[config.mk]
export PLATFORM = sky130hd
export DESIGN_NAME = ram_stream_loader_flat
export DESIGN_NICKNAME = d
export VERILOG_FILES = /design/src/rtl/ram_stream_loader_if.sv /design/src/rtl/ram_stream_loader.sv /design/src/flat_wrapper.sv
export SDC_FILE = /design/constraint.sdc
export NUM_CORES = 1
export LEC_CHECK = 0
export ABC_AREA = 1
export BUFFER_PORTS_ARGS = -buffer_cell sky130_fd_sc_hd__buf_4
export CORE_MARGIN = 2
export CORE_UTILIZATION = 55
export DETAILED_ROUTE_END_ITERATION = 8
export HOLD_SLACK_MARGIN = 0.08
export PLACE_DENSITY = 0.79
export SLEW_MARGIN = 15
export SYNTH_ARGS = -nofsm -noshare
export SYNTH_HDL_FRONTEND = slang
export SYNTH_SLANG_ARGS = --single-unit
export TNS_END_PERCENT = 5
[constraint.sdc]
create_clock -name clk_i -period 3.29 [get_ports clk_i]
set_input_delay 0.4935 -clock clk_i [delete_from_list [all_inputs] [get_ports clk_i]]
set_output_delay 0.4935 -clock clk_i [all_outputs]
set_load 0.01 [all_outputs]
[src/rtl/ram_stream_loader_if.sv]
// Byte-stream input and single RAM write port used by the boot-time image loader.
interface ram_stream_loader_if;
    logic        byte_valid;
    logic [7:0]  byte_data;
    logic        byte_ready;
    logic        ram_req;
    logic        ram_we;
    logic [3:0]  ram_be;
    logic [31:0] ram_addr;
    logic [31:0] ram_wdata;
    logic        ram_rvalid;

    modport master (
        input  byte_valid, byte_data, ram_rvalid,
        output byte_ready, ram_req, ram_we, ram_be, ram_addr, ram_wdata
    );

    modport slave (
        output byte_valid, byte_data, ram_rvalid,
        input  byte_ready, ram_req, ram_we, ram_be, ram_addr, ram_wdata
    );
endinterface

[src/rtl/ram_stream_loader.sv]
// Parses a framed image (base, count, payload, XOR checksum) from a byte stream and
// writes it word by word into RAM, holding the core in reset while loading.
module ram_stream_loader #(
    parameter int unsigned MemWords = 16384,
    parameter logic [31:0] AddrBase = 32'h0000_0000
) (
    input  logic                       clk_i,
    input  logic                       rst_ni,
    input  logic                       start_i,
    ram_stream_loader_if.master        bus,
    output logic                       busy_o,
    output logic                       done_o,
    output logic                       err_o,
    output logic                       core_rst_no
);

    typedef enum logic [3:0] {
        S_IDLE, S_HADDR, S_HLEN, S_DATA, S_WRITE, S_WAIT, S_CSUM, S_DONE, S_ERR
    } state_e;

    state_e      state_q, state_d;
    logic [1:0]  byte_cnt_q;
    logic [23:0] shift_q;
    logic [31:0] cur_addr_q;
    logic [31:0] remaining_q;
    logic [7:0]  csum_q;
    logic        done_q, err_q;
    logic [31:0] addr_out_q, wdata_q;

    logic        xfer, last_byte, armed, hdr_bad, csum_ok;
    logic [31:0] field, off_words;
    logic [32:0] span;

    assign xfer      = bus.byte_valid && bus.byte_ready;
    assign last_byte = (byte_cnt_q == 2'd3);
    assign field     = {bus.byte_data, shift_q};
    assign armed     = start_i && (state_q == S_IDLE || state_q == S_DONE || state_q == S_ERR);
    assign csum_ok   = (bus.byte_data == csum_q);

    // Range check in 33 bits so a huge count cannot wrap back into range.
    assign off_words = (cur_addr_q - AddrBase) >> 2;
    assign span      = {1'b0, off_words} + {1'b0, field};
    assign hdr_bad   = (cur_addr_q[1:0] != 2'b00) || (cur_addr_q < AddrBase) ||
                       (span > 33'(MemWords));

    always_ff @(posedge clk_i or negedge rst_ni) begin
        if (!rst_ni) state_q <= S_IDLE;
        else         state_q <= state_d;
    end

    always_comb begin
        state_d = state_q;
        case (state_q)
            S_IDLE, S_DONE, S_ERR: if (start_i) state_d = S_HADDR;
            S_HADDR: if (xfer && last_byte) state_d = S_HLEN;
            S_HLEN: begin
                if (xfer && last_byte) begin
                    if (hdr_bad)            state_d = S_ERR;
                    else if (field == '0)   state_d = S_CSUM;
                    else                    state_d = S_DATA;
                end
            end
            S_DATA:  if (xfer && last_byte) state_d = S_WRITE;
            S_WRITE: state_d = S_WAIT;
            S_WAIT: begin
                if (bus.ram_rvalid) state_d = (remaining_q == 32'd1) ? S_CSUM : S_DATA;
            end
            S_CSUM:  if (xfer) state_d = csum_ok ? S_DONE : S_ERR;
            default: state_d = S_IDLE;
        endcase
    end

    always_comb begin
        bus.byte_ready = 1'b0;
        bus.ram_req    = 1'b0;
        bus.ram_we     = 1'b0;
        bus.ram_be     = 4'h0;
        busy_o         = 1'b1;
        case (state_q)
            S_HADDR, S_HLEN, S_DATA, S_CSUM: bus.byte_ready = 1'b1;
            S_WRITE: begin
                bus.ram_req = 1'b1;
                bus.ram_we  = 1'b1;
                bus.ram_be  = 4'hF;
            end
            S_IDLE, S_DONE, S_ERR: busy_o = 1'b0;
            default: ;
        endcase
    end

    assign core_rst_no   = !busy_o;
    assign done_o        = done_q;
    assign err_o         = err_q;
    assign bus.ram_addr  = addr_out_q;
    assign bus.ram_wdata = wdata_q;

    // Field assembly, checksum and address/count bookkeeping.
    always_ff @(posedge clk_i or negedge rst_ni) begin
        if (!rst_ni) begin
            byte_cnt_q  <= 2'd0;
            shift_q     <= '0;
            cur_addr_q  <= '0;
            remaining_q <= '0;
            csum_q      <= '0;
            done_q      <= 1'b0;
            err_q       <= 1'b0;
            addr_out_q  <= '0;
            wdata_q     <= '0;
        end else if (armed) begin
            byte_cnt_q <= 2'd0;
            csum_q     <= '0;
            done_q     <= 1'b0;
            err_q      <= 1'b0;
        end else begin
            if (xfer && state_q != S_CSUM) begin
                byte_cnt_q <= byte_cnt_q + 2'd1;
                shift_q    <= {bus.byte_data, shift_q[23:8]};
            end
            case (state_q)
                S_HADDR: if (xfer && last_byte) cur_addr_q <= field;
                S_HLEN: begin
                    if (xfer && last_byte) begin
                        remaining_q <= field;
                        if (hdr_bad) err_q <= 1'b1;
                    end
                end
                S_DATA: begin
                    if (xfer) begin
                        csum_q <= csum_q ^ bus.byte_data;
                        if (last_byte) begin
                            wdata_q    <= field;
                            addr_out_q <= cur_addr_q;
                        end
                    end
                end
                S_WAIT: begin
                    if (bus.ram_rvalid) begin
                        cur_addr_q  <= cur_addr_q + 32'd4;
                        remaining_q <= remaining_q - 32'd1;
                    end
                end
                S_CSUM: begin
                    if (xfer) begin
                        done_q <= csum_ok;
                        err_q  <= !csum_ok;
                    end
                end
                default: ;
            endcase
        end
    end

endmodule
[src/flat_wrapper.sv]
// flat-port wrapper written by rule: the top's interface ports become plain ports
module ram_stream_loader_flat 
#(
    parameter int unsigned MemWords = 16384,
    parameter logic [31:0] AddrBase = 32'h0000_0000
)
  (clk_i, rst_ni, start_i, busy_o, done_o, err_o, core_rst_no, bus_byte_valid, bus_byte_data, bus_ram_rvalid, bus_byte_ready, bus_ram_req, bus_ram_we, bus_ram_be, bus_ram_addr, bus_ram_wdata);
  ram_stream_loader_if bus_i ();
  input  logic clk_i;
  input  logic rst_ni;
  input  logic start_i;
  output logic busy_o;
  output logic done_o;
  output logic err_o;
  output logic core_rst_no;
  input wire logic [$bits(bus_i.byte_valid)-1:0] bus_byte_valid;
  input wire logic [$bits(bus_i.byte_data)-1:0] bus_byte_data;
  input wire logic [$bits(bus_i.ram_rvalid)-1:0] bus_ram_rvalid;
  output wire logic [$bits(bus_i.byte_ready)-1:0] bus_byte_ready;
  output wire logic [$bits(bus_i.ram_req)-1:0] bus_ram_req;
  output wire logic [$bits(bus_i.ram_we)-1:0] bus_ram_we;
  output wire logic [$bits(bus_i.ram_be)-1:0] bus_ram_be;
  output wire logic [$bits(bus_i.ram_addr)-1:0] bus_ram_addr;
  output wire logic [$bits(bus_i.ram_wdata)-1:0] bus_ram_wdata;
  assign bus_i.byte_valid = bus_byte_valid;
  assign bus_i.byte_data = bus_byte_data;
  assign bus_i.ram_rvalid = bus_ram_rvalid;
  assign bus_byte_ready = bus_i.byte_ready;
  assign bus_ram_req = bus_i.ram_req;
  assign bus_ram_we = bus_i.ram_we;
  assign bus_ram_be = bus_i.ram_be;
  assign bus_ram_addr = bus_i.ram_addr;
  assign bus_ram_wdata = bus_i.ram_wdata;
  ram_stream_loader #(.MemWords(MemWords), .AddrBase(AddrBase)) u_core (.clk_i(clk_i), .rst_ni(rst_ni), .start_i(start_i), .bus(bus_i), .busy_o(busy_o), .done_o(done_o), .err_o(err_o), .core_rst_no(core_rst_no));
endmodule
Yosys cells after proc, flatten, opt, wreduce, memory -nomap -nowiden
Cells that the tools add are included.

Register bits: 168. Input bits: 13. Output and inout bits: 75. Logic and storage cells: 101.

$add $sub $neg: 4. Order comparisons: 2. Eq/ne operators: 21. Multiplexer cells: 33. Bitwise logic cells: 2. Reductions and logical operators: 29.

Operators by type and width (number): 32-bit one-hot mux with 2 select lines (2); 32-bit 2-to-1 mux (3); 4-bit 2-to-1 mux (9); 30-bit by 32-bit adder with 33-bit output (1); 33-bit by 15-bit greater-than comparator with 1-bit output, second input constant (1); 32-bit by 3-bit adder with 32-bit output, second input constant (1); 32-bit by 1-bit equality test with 1-bit output, second input constant (1); 32-bit zero test (1); 32-bit by 1-bit less-than comparator with 1-bit output, second input constant (1); 32-bit by 1-bit subtractor with 32-bit output, second input constant (1); 4-bit one-hot mux with 7 select lines (1); 8-bit 2-to-1 mux (3); 4-bit by 3-bit equality test with 1-bit output, second input constant (4); 4-bit AND reduction (4); 2-bit nonzero test (7); 1-bit 2-to-1 mux (10); 3-bit by 1-bit inequality test with 1-bit output, second input constant (3); 4-bit by 2-bit equality test with 1-bit output, second input constant (2); 8-bit equality test (1); 2-bit by 1-bit inequality test with 1-bit output, second input constant (4); 8-bit XOR (1); 3-bit 2-to-1 mux (2); 2-bit AND reduction (3); 6-bit AND reduction (1); 16 further kinds (24).

Logic depth before layout (Yosys ltp)
Gate-level depths: netlist (run 1).

Word-level depth: 8. Depth in mapped cells: 20. Depth with buffers taken out: 20.

Worst setup path before layout (run 1)
No wires, ideal clock.

Kind: register to register. Start: reg u_core.cur_addr_q[2]. End: reg u_core.state_q[3]. Library setup time: 0.135 ns. Arrival time: 2.366 ns. Slack: 0.789 ns. Cell stages (with the launch flop): 19. Buffers on the path: 0. Period minus slack after synthesis: 2.501 ns. Path through: dfrtp_1 > ha_1 > fa_1 > nand3_1 > nand3_1 > nand2_1 > nand2_1 > nand2_1 > nand2_1 > nand2_1 > nand2_1 > nor2_1 > nand2_1 > nor2_1 > nand3_1 > nor2_2 > nand3_1 > nand3_1 > o21ai_0.

Word-level cells in the longest chain between the ends: 6. Elaborated cells between the ends (all ways): 8. Classes of those cells: add/sub: 1; order compare: 2; mux: 3; reduce/logical: 2.

RTL lines: from (decl) (line ram_stream_loader.sv:24) `logic [31:0] cur_addr_q;`; from (signal assigned) (line ram_stream_loader.sv:120) `S_HADDR: if (xfer && last_byte) cur_addr_q <= field;`; from (signal assigned) (line ram_stream_loader.sv:138) `cur_addr_q <= cur_addr_q + 32'd4;`; 30-bit by 32-bit adder with 33-bit output / 32-bit by 1-bit less-than comparator with 1-bit output (equally long branches) (line ram_stream_loader.sv:42, ram_stream_loader.sv:43); 33-bit by 15-bit greater-than comparator with 1-bit output / 1-bit logical OR (equally long branches) (line ram_stream_loader.sv:44, ram_stream_loader.sv:43); 1-bit logical OR (*) (line ram_stream_loader.sv:43) `assign hdr_bad = (cur_addr_q[1:0] != 2'b00) || (cur_addr_q < AddrBase) ||`; 4-bit 2-to-1 mux (*) (line ram_stream_loader.sv:58) `if (hdr_bad) state_d = S_ERR;`; 4-bit 2-to-1 mux (*) (line ram_stream_loader.sv:57) `if (xfer && last_byte) begin`; 4-bit one-hot mux with 7 select lines (*) (line ram_stream_loader.sv:53) `case (state_q)`; to (signal assigned) (line ram_stream_loader.sv:48) `else state_q <= state_d;`; to (decl) (line ram_stream_loader.sv:21) `state_e state_q, state_d;`.

Every way passes the cells marked *; elsewhere a longest branch is shown, timed or not. The select of a mux whose other input is x is not followed. A chain may end at the register's enable or synchronous reset.

Worst setup path in the final report (run 1)
Start: reg u_core.cur_addr_q[2]. End: reg u_core.state_q[0].

Same word-level chain as after synthesis.

==> impl_results.md, run 1 <==
* Detailed Routing Iterations Pass 1 at 6
* Die H at ~150 microns
* Chip width at ~150 microns
* Ys Warns at 0
* CTS root buffer: clkbuf_16
* Number of setup violations in the final report at 0
* Drt initial violations at just over 900
* Core ar. at just under 0.02 sq mm
* Synth async-reset ratio at between 90% and 100%
* CTS max path bufs at 2
* CP Launch Type: register
* Final wirelength at approximately 31,000 microns
* Vias in the first global route at ~9.5k
* Critical Path End: u_core.state_q[0]
* Share of cells above drive strength 1 at between 10 and 15%
* Worst skew pair latency at around 440 ps
* Top-count cell post-synth: nand2_1
* Crit path largest cell delay at around 460 ps
* DR vias at approximately 10k
* R2R Path Start: u_core.cur_addr_q[2]
* Inserted Clock Buffers at 17
* Rel. slew slack at 48.5%
* CP max FO at 7
* RSZ-0062 raised after global routing: false
* Register area share after synthesis at 38.4%
* Distinct cells, synth at 46
* Num ports at ~90
* Worst Path Buf+Inv at 0
* Final slew viol count at 0
* Number of synthesized flops with an enable pin at 0
* Top achievable clock speed at approximately 330 MHz
* Max-cap viol count at 0
* Hold Path Class: input pin to async pin
* Drt wl/cell at 16.3 microns
* Tmin final at between 3000 and 4000 ps
* Largest net degree at the start of global routing at 72
* CTS tree: built
* N_diodes at 0
* Worst hold slack at between 50 and 60 ps
* DR vias/cell at 5.48
* VDD IR-drop max at between 0.5 and 0.6 mV
* Setup TNS at 0 ps
* DR WL met3 at about 1900 microns
* DRC Markers at 0
* Reg2Reg Capture Point: u_core.state_q[0]
* GRT Overall Usage at about 29%
* GPL Wtd Cong at 0.942
* Antenna Violating Nets Remaining at 0
* Leak at ~6.5 nW
* Power density over the cells at slightly below 1000 mW/mm^2
* CP most frequent cell: nand2_1
* Tightest Pin Transition at about 770 ps
* Most used DFF post-synth: dfrtp_1
* DP HPWL at around 24,000 microns
* Avg Cell Area, Syn at slightly above 7 sq um
* Initial antenna violation count at 0
* Postcts setup bufs at 0
* Initial Utilization at 56.2%
* # rows at roughly 50
* Post-synth top cells: 436 x nand2_1, 205 x inv_1, 199 x nor2_1
* Critical-path top delay cell: dfrtp_1
* Final Hold Vio Count at 0
* CTS clock-pin slew for the worst setup and hold paths at roughly 70 ps
* Area grow syn2layout at 14.2%
* H-tree depth at 4
* Synthesized area at ~0.011 sq mm
* Met2 WL at about 14,000 microns
* Area leader, netlist: dfrtp_1
* Sequence of cells on the critical path: ha_1 > fa_2 > nand3_1 > nand3_1 > nand2_1 > nand2_1 > nand2_1 > nand2_1 > nand3_1 > nand3b_1 > nand2_1 > nand3_1 > nor2_1 > nand4_1 > nand2_1 > nand2_1 > nand2_1
* Post-layout net count at around 1.7k
* CP Depth at 17
* Worst Path Required at between 3000 and 4000 ps
* Synth Register Bits at 168
* Port bufs at 87
* Data arrival, critical path at 3400 ps
* WS Path Type: register to register
* Crit. Startpoint: u_core.cur_addr_q[2]
* Share of the synthesized area in the top cell type at 38.4%
* Global-route wire length before repair at between 40,000 and 50,000 microns
* Reg2Reg Depth at 17
* Clock sink count at 168
* CP endpoint kind: register
* Reg2reg setup slack at 280 ps
* Clk_skew at 11.1 ps
* Highest metal used: met4
* Syn Inst Count at about 1.5k
* Met1 WL at about 13,000 microns
* Status: completed
* GRT Residual Overflow at 0
* Delay-heaviest family, CP: simple AND/OR/NAND/NOR gates
* Crit share post-route at between 90% and 100%
* Top cells by area, synth: dfrtp_1 38%, nand2_1 15%, inv_1 7.0%, nor2_1 6.8%, ha_1 3.9%
* Synthesized Nets at between 1.5k and 2k
* Die ar. at between 0.02 and 0.025 sq mm
## kinds of logic after synthesis
logic type                 count (synthesis)  share of synthesized area (%)
and+or+nand+nor                          809                           31.3
muxes                                     33                           3.42
buffers and inverters                    256                           9.31
AOI/OAI and AO/OA                        210                           10.4
DFF                                      168                           38.4
adders and majority gates                 35                           4.07
xor gates and xnor gates                  38                           3.04
## worst reg2reg max path: stages, from the launching register on
cell and delay [ps]:
dfrtp_1 460, ha_1 300, fa_2 400, nand3_1 120, nand3_1 150, nand2_1 120, nand2_1 110, nand2_1 100
nand2_1 80, nand3_1 130, nand3b_1 100, nand2_1 70, nand3_1 70, nor2_1 240, nand4_1 260, nand2_1 120
nand2_1 60, nand2_1 80
## state kept, by name, indices dropped and copies added (netlist names), 2 cells and up
register	flops
u_core.bus.ram_wdata	32
u_core.csum_q	8
u_core.cur_addr_q	32
u_core.byte_cnt_q	2
u_core.bus.ram_addr	32
u_core.shift_q	24
u_core.remaining_q	32
u_core.state_q	4
## metrics by stage
step / total power [W] / instances / cell area [sq um] / setup WS, ps / utilization (%)
6_report: 0.0123 / 1905 / 12500 / 275 / 64.2
5_1_grt: 0.0133 / 1905 / 12500 / 5.85 / 64.2
4_1_cts: 0.0123 / 1905 / 12500 / 291 / 64.1
3_5_place_dp: 0.0102 / 1874 / 11900 / 277 / 61.1
3_3_place_gp: 0.0100 / 1874 / 11900 / 405 / 61.1
2_1_floorplan: 0.00808 / 1549 / 10900 / 789 / -
## cell usage in the layout (no fill, tap or decap), types with 3 or more instances in the layout
cell type,Yosys,layout
a21oi_1,73,73
a31oi_1,45,45
and2_1,3,3
buf_12,0,4
buf_4,9,99
clkbuf_16,0,17
clkinvlp_4,0,3
dfrtp_1,168,168
ha_1,34,34
inv_1,205,205
inv_2,6,6
inv_6,0,3
mux2_2,29,29
nand2_1,436,436
nand2_2,10,10
nand3_1,81,80
nand3_2,4,5
nand3b_1,5,5
nand4_1,15,15
nor2_1,199,199
nor2_2,8,6
nor2_4,6,8
nor3_1,18,18
nor3_2,3,3
nor4_1,16,16
o21ai_0,69,69
o21ai_1,10,10
o31ai_1,3,3
xnor2_1,12,12
xor2_1,26,26
## cell type report
| cell class | count | area [sq um] |
|---|---|---|
| Timing Repair Buffer | 104 | 835 |
| Inverter | 212 | 797 |
| Clock buffer | 20 | 457 |
| Sequential cell | 168 | 4200 |
| Multi-Input combinational cell | 1125 | 5730 |
| Fill cell | 1726 | 6970 |
| Tap cell | 265 | 332 |
| Clock inverter | 11 | 138 |
## worst min-delay path by stage
stage                            start                       to  slack [ps]  cells past startpoint
2_1_floorplan                   rst_ni   u_core.bus.ram_addr[0]         200                      0
3_3_place_gp   u_core.bus.ram_addr[29]  u_core.bus.ram_addr[29]         480                      1
6_report                        rst_ni    u_core.remaining_q[2]          60                      1
5_1_grt                         rst_ni    u_core.remaining_q[2]         130                      1
3_5_place_dp   u_core.bus.ram_addr[29]  u_core.bus.ram_addr[29]         480                      1
4_1_cts                         rst_ni    u_core.remaining_q[2]         100                      1
## layer usage
metal | vias to the layer above | global-route usage [%]
met1 | 4841 | 38.1
met5 | - | 0
met4 | 0 | 14.0
li1 | 5127 | -
met2 | 394 | 47.5
met3 | 73 | 4.94
## where the power goes
part | internal [W] | switching, W
registers | 0.00286 | 0.000917
logic | 0.00236 | 0.00413
clock network | 0.00117 | 0.000908
total | 0.00639 | 0.00595
## timing repair
action	CTS	global route
resized for setup	0	3
hold buffers	0	0
endpoints found under the setup margin	0	5
No activity file was read; power rests on OpenSTA's default activity.
==> inputs of run 2 (changes only) <==
- CTS_BUF_LIST: not set -> sky130_fd_sc_hd__clkbuf_8
==> impl_results.md, run 2 (synthesis gave the netlist of run 1 again) <==
* H-tree depth at 4 (unchanged)
* Tmin final at 2990 ps (-22.8 ps)
* GRT Residual Overflow at 0 (unchanged)
* DR vias at 10.3k (-1.2%)
* Setup TNS at 0 ps (unchanged)
* Initial Utilization at 56.2% (unchanged)
* Final worst slack at 298 ps (+22.8 ps)
* Hold Path Stages at 3
* Finished Layout Cells at 1,906 (+0.052%)
* Final Hold Vio Count at 0 (unchanged)
* CP most frequent cell: nand2_1
* Share of cells above drive strength 1 at 12.6% (about the same)
* Global-route wire length before repair at 48,700 microns (-0.58%)
* Tightest Pin Transition at 792 ps (+24.7 ps)
* Rel. slew slack at 46.8% (-1.7 points)
* Top achievable clock speed at 334 MHz (+0.76%)
* DR vias/cell at 5.41 (-1.3%)
* DRC Markers at 0 (unchanged)
* Most frequent cells in the layout: 436 x nand2_1, 206 x inv_1, 199 x nor2_1
* CP Launch Type: register
* Status: completed
* WS Path Type: register to register
* Final slew viol count at 0 (unchanged)
* Post-layout net count at 1,677 (+0.060%)
* VDD IR-drop max at 0.474 mV (-20%)
* Worst hold slack at 340 ps (+285 ps)
* Max-cap viol count at 0 (unchanged)
* CTS max path bufs at 2 (unchanged)
* R2R Path Start: u_core.cur_addr_q[2]
* Die H at 145 microns (unchanged)
* Num ports at 88 (unchanged)
* Power density over the cells at 957 mW/mm^2 (-3.1%)
* Crit path largest cell delay at 460 ps (about the same)
* Worst skew pair latency at 480 ps (+40 ps)
* Postcts setup bufs at 0 (unchanged)
* Detailed Routing Iterations Pass 1 at 5 (-1)
* Worst Path Required at 3710 ps (+40 ps)
* Multi-input logic area at 0.00573 sq mm (unchanged)
* Area grow syn2layout at 12.6%
* Storage element area at 0.00420 sq mm (unchanged)
* Largest net degree at the start of global routing at 72 (unchanged)
* N_diodes at 0 (unchanged)
* Data arrival, critical path at 3410 ps (about the same)
* Final Util at 63.3% (-0.93 points)
* Most common cell after layout, fill and taps aside: nand2_1
* Crit share post-route at 90.9% (-0.69 points)
* Number of setup violations in the final report at 0 (unchanged)
* DP HPWL at 23,600 microns (unchanged)
* CTS tree: built
* CTS clock-pin slew for the worst setup and hold paths at 100 ps (+30 ps)
* Hold Path End: u_core.shift_q[17]
* Drt initial violations at 888 (-5.0%)
* CP endpoint kind: register
* Final wirelength at 30,600 microns (-1.2%)
* Reg2reg setup slack at 300 ps (+20 ps)
* Leak at 6.42 nW (-1.2%)
* Dpl cells at 1,874 (unchanged)
* Core ar. at 0.0195 sq mm (unchanged)
* Gr busiest metal: met2
* Clk_skew at 17.1 ps (+6.02 ps)
* Met2 Usage GRT at 47.3% (-0.19 points)
* Drt wl/cell at 16.1 microns (-1.3%)
* Initial antenna violation count at 0 (unchanged)
* CP max FO at 7 (unchanged)
* Critical-path top delay cell: dfrtp_1
* Die ar. at 0.0210 sq mm (unchanged)
* Min-Delay Startpoint: bus_byte_data[1]
* Reg2Reg Depth at 17 (unchanged)
* Antenna Violating Nets Remaining at 0 (unchanged)
* # rows at 51 (unchanged)
* Hold Path Class: input pin to register
* Pre-CTS WS at 277 ps (unchanged)
* GRT Overall Usage at 29.0% (-0.17 points)
* Met1 usage at 38.1% (about the same)
* Sequence of cells on the critical path: ha_1 > fa_2 > nand3_1 > nand3_1 > nand2_1 > nand2_1 > nand2_1 > nand2_1 > nand3_1 > nand3b_1 > nand2_1 > nand3_1 > nor2_1 > nand4_1 > nand2_1 > nand2_1 > nand2_1
* Reg2Reg Capture Point: u_core.state_q[2]
* Chip width at 145 microns (unchanged)
* Vias in the first global route at 9,477 (-0.54%)
* Port bufs at 87 (unchanged)
* GPL Wtd Cong at 0.942 (unchanged)
* Inserted Clock Buffers at 17 (unchanged)
* GR Util met3 at 4.62% (-0.31 points)
* Filler instances at 1,753 (+1.6%)
* CTS root buffer: clkbuf_8
* Clock sink count at 168 (unchanged)
==> run 2: cell types whose count changed in the layout (fill, tap and decap cells not counted), sizes merged <==
cell,delta
inv,+1
clkbuf,-1
dlygate4sd3,+1
==> run 2: where the power goes <==
group	switching (W)	internal, W
clock network	0.000836	0.000723
registers	0.000913	0.00286
logic	0.00410	0.00236
total	0.00585	0.00594
==> run 2: how the worst max path moves through the flow <==
stage,from,endpoint,slack [ps],cells after the start
2_1_floorplan,u_core.cur_addr_q[2],u_core.state_q[3],790,18
3_3_place_gp,u_core.cur_addr_q[2],u_core.state_q[3],400,18
3_5_place_dp,u_core.cur_addr_q[2],u_core.state_q[3],280,16
4_1_cts,u_core.cur_addr_q[2],u_core.state_q[3],290,16
5_1_grt,u_core.cur_addr_q[2],u_core.state_q[0],-0.9,19
6_report,u_core.cur_addr_q[2],u_core.state_q[2],300,17
==> run 2: final cells by class <==
type / instances / share of cell area (%)
Sequential cell: 168 / 34.1
Clock buffer: 19 / 2.12
Tap cell: 265 / 2.69
Timing Repair Buffer: 105 / 6.86
Inverter: 212 / 6.47
Multi-Input combinational cell: 1125 / 46.6
Clock inverter: 12 / 1.15
==> run 2: per-stage QoR <==
step / instance area [sq um] / total power, W
final: 12300 / 0.0118
after global routing: 12300 / 0.0128
after CTS: 12300 / 0.0117
after detailed placement: 11900 / 0.0102
after global placement: 11900 / 0.0100
after floorplan: 10900 / 0.00808
==> run 2: what timing repair did <==
item                                    4_1_cts  5_1_grt
gates resized for setup                       0        3
endpoints found under the setup margin        0        5
hold endpoints to repair                     39        0
hold buffers                                  1        0
==> run 2: worst max-delay path: cells and delay by family (launching register included) <==
family,cells,cell delay [ps]
AND/OR/NAND/NOR,15,1780
adder cells (fa/ha/maj),2,700
flip-flops,1,460
==> run 2: per-layer routing <==
| layer | share of wire (%) | vias to the layer above |
|---|---|---|
| met1 | 43 | 4764 |
| li1 | - | 5114 |
| met3 | 5.9 | 69 |
| met2 | 47 | 358 |
| met4 | 3.9 | 0 |
| met5 | 0 | - |
==> inputs of run 3 (changes only) <==
- PLACE_DENSITY: 0.79 -> 0.8
==> impl_results.md, run 3 (synthesis gave the netlist of run 1 again) <==
* Status: completed
* Filler instances at 1,761 (+0.46%)
* N_diodes at 0 (unchanged)
* RSZ-0062 raised after global routing: false
* Worst Path Required at 3710 ps (about the same)
* Most common cell after layout, fill and taps aside: nand2_1
* Drt initial violations at 885 (-0.34%)
* DR vias/cell at 5.44 (+0.54%)
* CP Launch Type: register
* GRT Residual Overflow at 0 (unchanged)
* Delay-heaviest family, CP: simple AND/OR/NAND/NOR gates
* Chip width at 145 microns (unchanged)
* Share of cells above drive strength 1 at 12.4% (-0.18 points)
* Port bufs at 87 (unchanged)
* Die ar. at 0.0210 sq mm (unchanged)
* Tightest Pin Transition at 720 ps (-72.0 ps)
* Drt wl/cell at 16.0 microns (-0.47%)
* Hold Path Class: input pin to register
* DRC Markers at 0 (unchanged)
* Final Util at 62.9% (-0.37 points)
* Inserted Clock Buffers at 17 (unchanged)
* Clock sink count at 168 (unchanged)
* Finished Layout Cells at 1,905 (-0.052%)
* Tmin final at 2990 ps (+1.19 ps)
* DP HPWL at 23,500 microns (-0.75%)
* GPL Wtd Cong at 0.942 (about the same)
* VDD IR-drop max at 0.521 mV (+10%)
* Data arrival, critical path at 3410 ps (about the same)
* Top achievable clock speed at 334 MHz (about the same)
* CP endpoint kind: register
* Final wirelength at 30,400 microns (-0.52%)
* WS Path Type: register to register
* Storage element area at 0.00420 sq mm (unchanged)
* Power density over the cells at 949 mW/mm^2 (-0.84%)
* Critical-path top delay cell: dfrtp_1
* Crit share post-route at 91.0% (about the same)
* CTS root buffer: clkbuf_8
* Setup TNS at 0 ps (unchanged)
* Detailed Routing Iterations Pass 1 at 6 (+1)
* Crit path largest cell delay at 460 ps (about the same)
* Sequence of cells on the critical path: ha_1 > fa_1 > nand3_1 > nand3_1 > nand2_1 > nand2_1 > nand2_1 > nand2_1 > nand3_1 > nand3b_1 > nand2_1 > nand3_1 > nor2_1 > nand4_1 > nand2_1 > nand2_1 > nand2_1
* CTS tree: built
* Num ports at 88 (unchanged)
* Initial antenna violation count at 0 (unchanged)
* Most frequent cells in the layout: 436 x nand2_1, 207 x inv_1, 199 x nor2_1
* Post-layout net count at 1,676 (-0.060%)
* Multi-input logic area at 0.00573 sq mm (-0.13%)
* Die H at 145 microns (unchanged)
* Core ar. at 0.0195 sq mm (unchanged)
* Worst skew pair latency at 470 ps (about the same)
* Dpl cells at 1,873 (-0.053%)
* # rows at 51 (unchanged)
* Vias in the first global route at 9,643 (+1.8%)
* Antenna Violating Nets Remaining at 0 (unchanged)
* Rel. slew slack at 51.6% (+4.8 points)
* Max-cap viol count at 0 (unchanged)
* Leak at 6.41 nW (-0.23%)
* CP most frequent cell: nand2_1
* Global-route wire length before repair at 49,200 microns (+1.0%)
* Initial Utilization at 56.2% (unchanged)
* Area grow syn2layout at 11.9%
* CP max FO at 7 (unchanged)
* Number of setup violations in the final report at 0 (unchanged)
* Final Hold Vio Count at 0 (unchanged)
* DR vias at 10.4k (+0.49%)
* CTS clock-pin slew for the worst setup and hold paths at 100 ps (about the same)
* Clk_skew at 15.8 ps (-1.24 ps)
* Worst Path Buf+Inv at 0 (unchanged)
* Final slew viol count at 0 (unchanged)
* CTS max path bufs at 2 (unchanged)
* GRT Overall Usage at 29.2% (+0.21 points)
* H-tree depth at 4 (unchanged)
* Largest net degree at the start of global routing at 100 (+39%)
[run 3: changes by cell type in the layout (fill, tap and decap cells not counted)]
cell,change
clkbuf_8,-2
clkinv_2,+2
clkinvlp_4,-2
inv_6,+2
buf_12,-1
bufinv_16,-1
clkinv_4,+1
fa_1,+1
fa_2,-1
inv_1,+1
inv_8,-1
nor2_2,+1
nor2_4,-1
[run 3: layout make-up]
class,count,area share [%]
inverters,212,6.51
repair buffers,104,6.74
well taps,265,2.71
flip-flops and latches,168,34.3
clock inverters,14,1.02
multi-input cells,1125,46.8
clock buffers,17,1.91
[run 3: report_power, final]
part           internal, W  switching, W
Combinational      0.00235       0.00404
Sequential         0.00286      0.000929
Clock             0.000602      0.000840
[run 3: path summary, 6_finish.rpt]
| kind | end | slack (ps) | cells past startpoint | from |
|---|---|---|---|---|
| worst max-delay path | u_core.state_q[2] | 300 | 17 | u_core.cur_addr_q[2] |
| worst min-delay path | u_core.shift_q[21] | 350 | 3 | bus_byte_data[5] |
| worst max register to register | u_core.state_q[2] | 300 | 17 | u_core.cur_addr_q[2] |
| worst min register to register | u_core.bus.ram_wdata[3] | 510 | 1 | u_core.bus.ram_wdata[3] |
| max in group asynchronous | u_core.shift_q[21] | 1890 | 3 | rst_ni |
| min in group asynchronous | u_core.remaining_q[7] | 610 | 2 | rst_ni |
[run 3: tightest hold or removal path, stage by stage]
cell     delay, ps
buf_4          140
nand2_1         60
o21ai_0         70
[run 3: metal layers]
layer | wire length [microns] | up-vias | global-route usage (%)
li1 | - | 5120 | -
met1 | 13300 | 4787 | 38.5
met2 | 14300 | 372 | 47.8
met3 | 1700 | 76 | 4.59
met4 | 1220 | 0 | 13.1
met5 | 0 | - | 0
[run 3: repair_timing]
item	in CTS	in global routing
endpoints found under the hold margin	53	0
setup endpoints to repair	0	1
hold buffers	1	0
buffers inserted	0	0
gates resized for setup	0	1
[run 3: through the flow]
step | instance area, sq um | power (W) | setup WS (ps) | hold slack, ps
detailed placement | 11900 | 0.0101 | 337 | 497
finish | 12200 | 0.0116 | 297 | 350
CTS | 12200 | 0.0116 | 334 | 322
floorplan | 10900 | 0.00808 | 789 | 198
global route | 12200 | 0.0127 | 16.1 | 344
global placement | 11900 | 0.0100 | 424 | 487
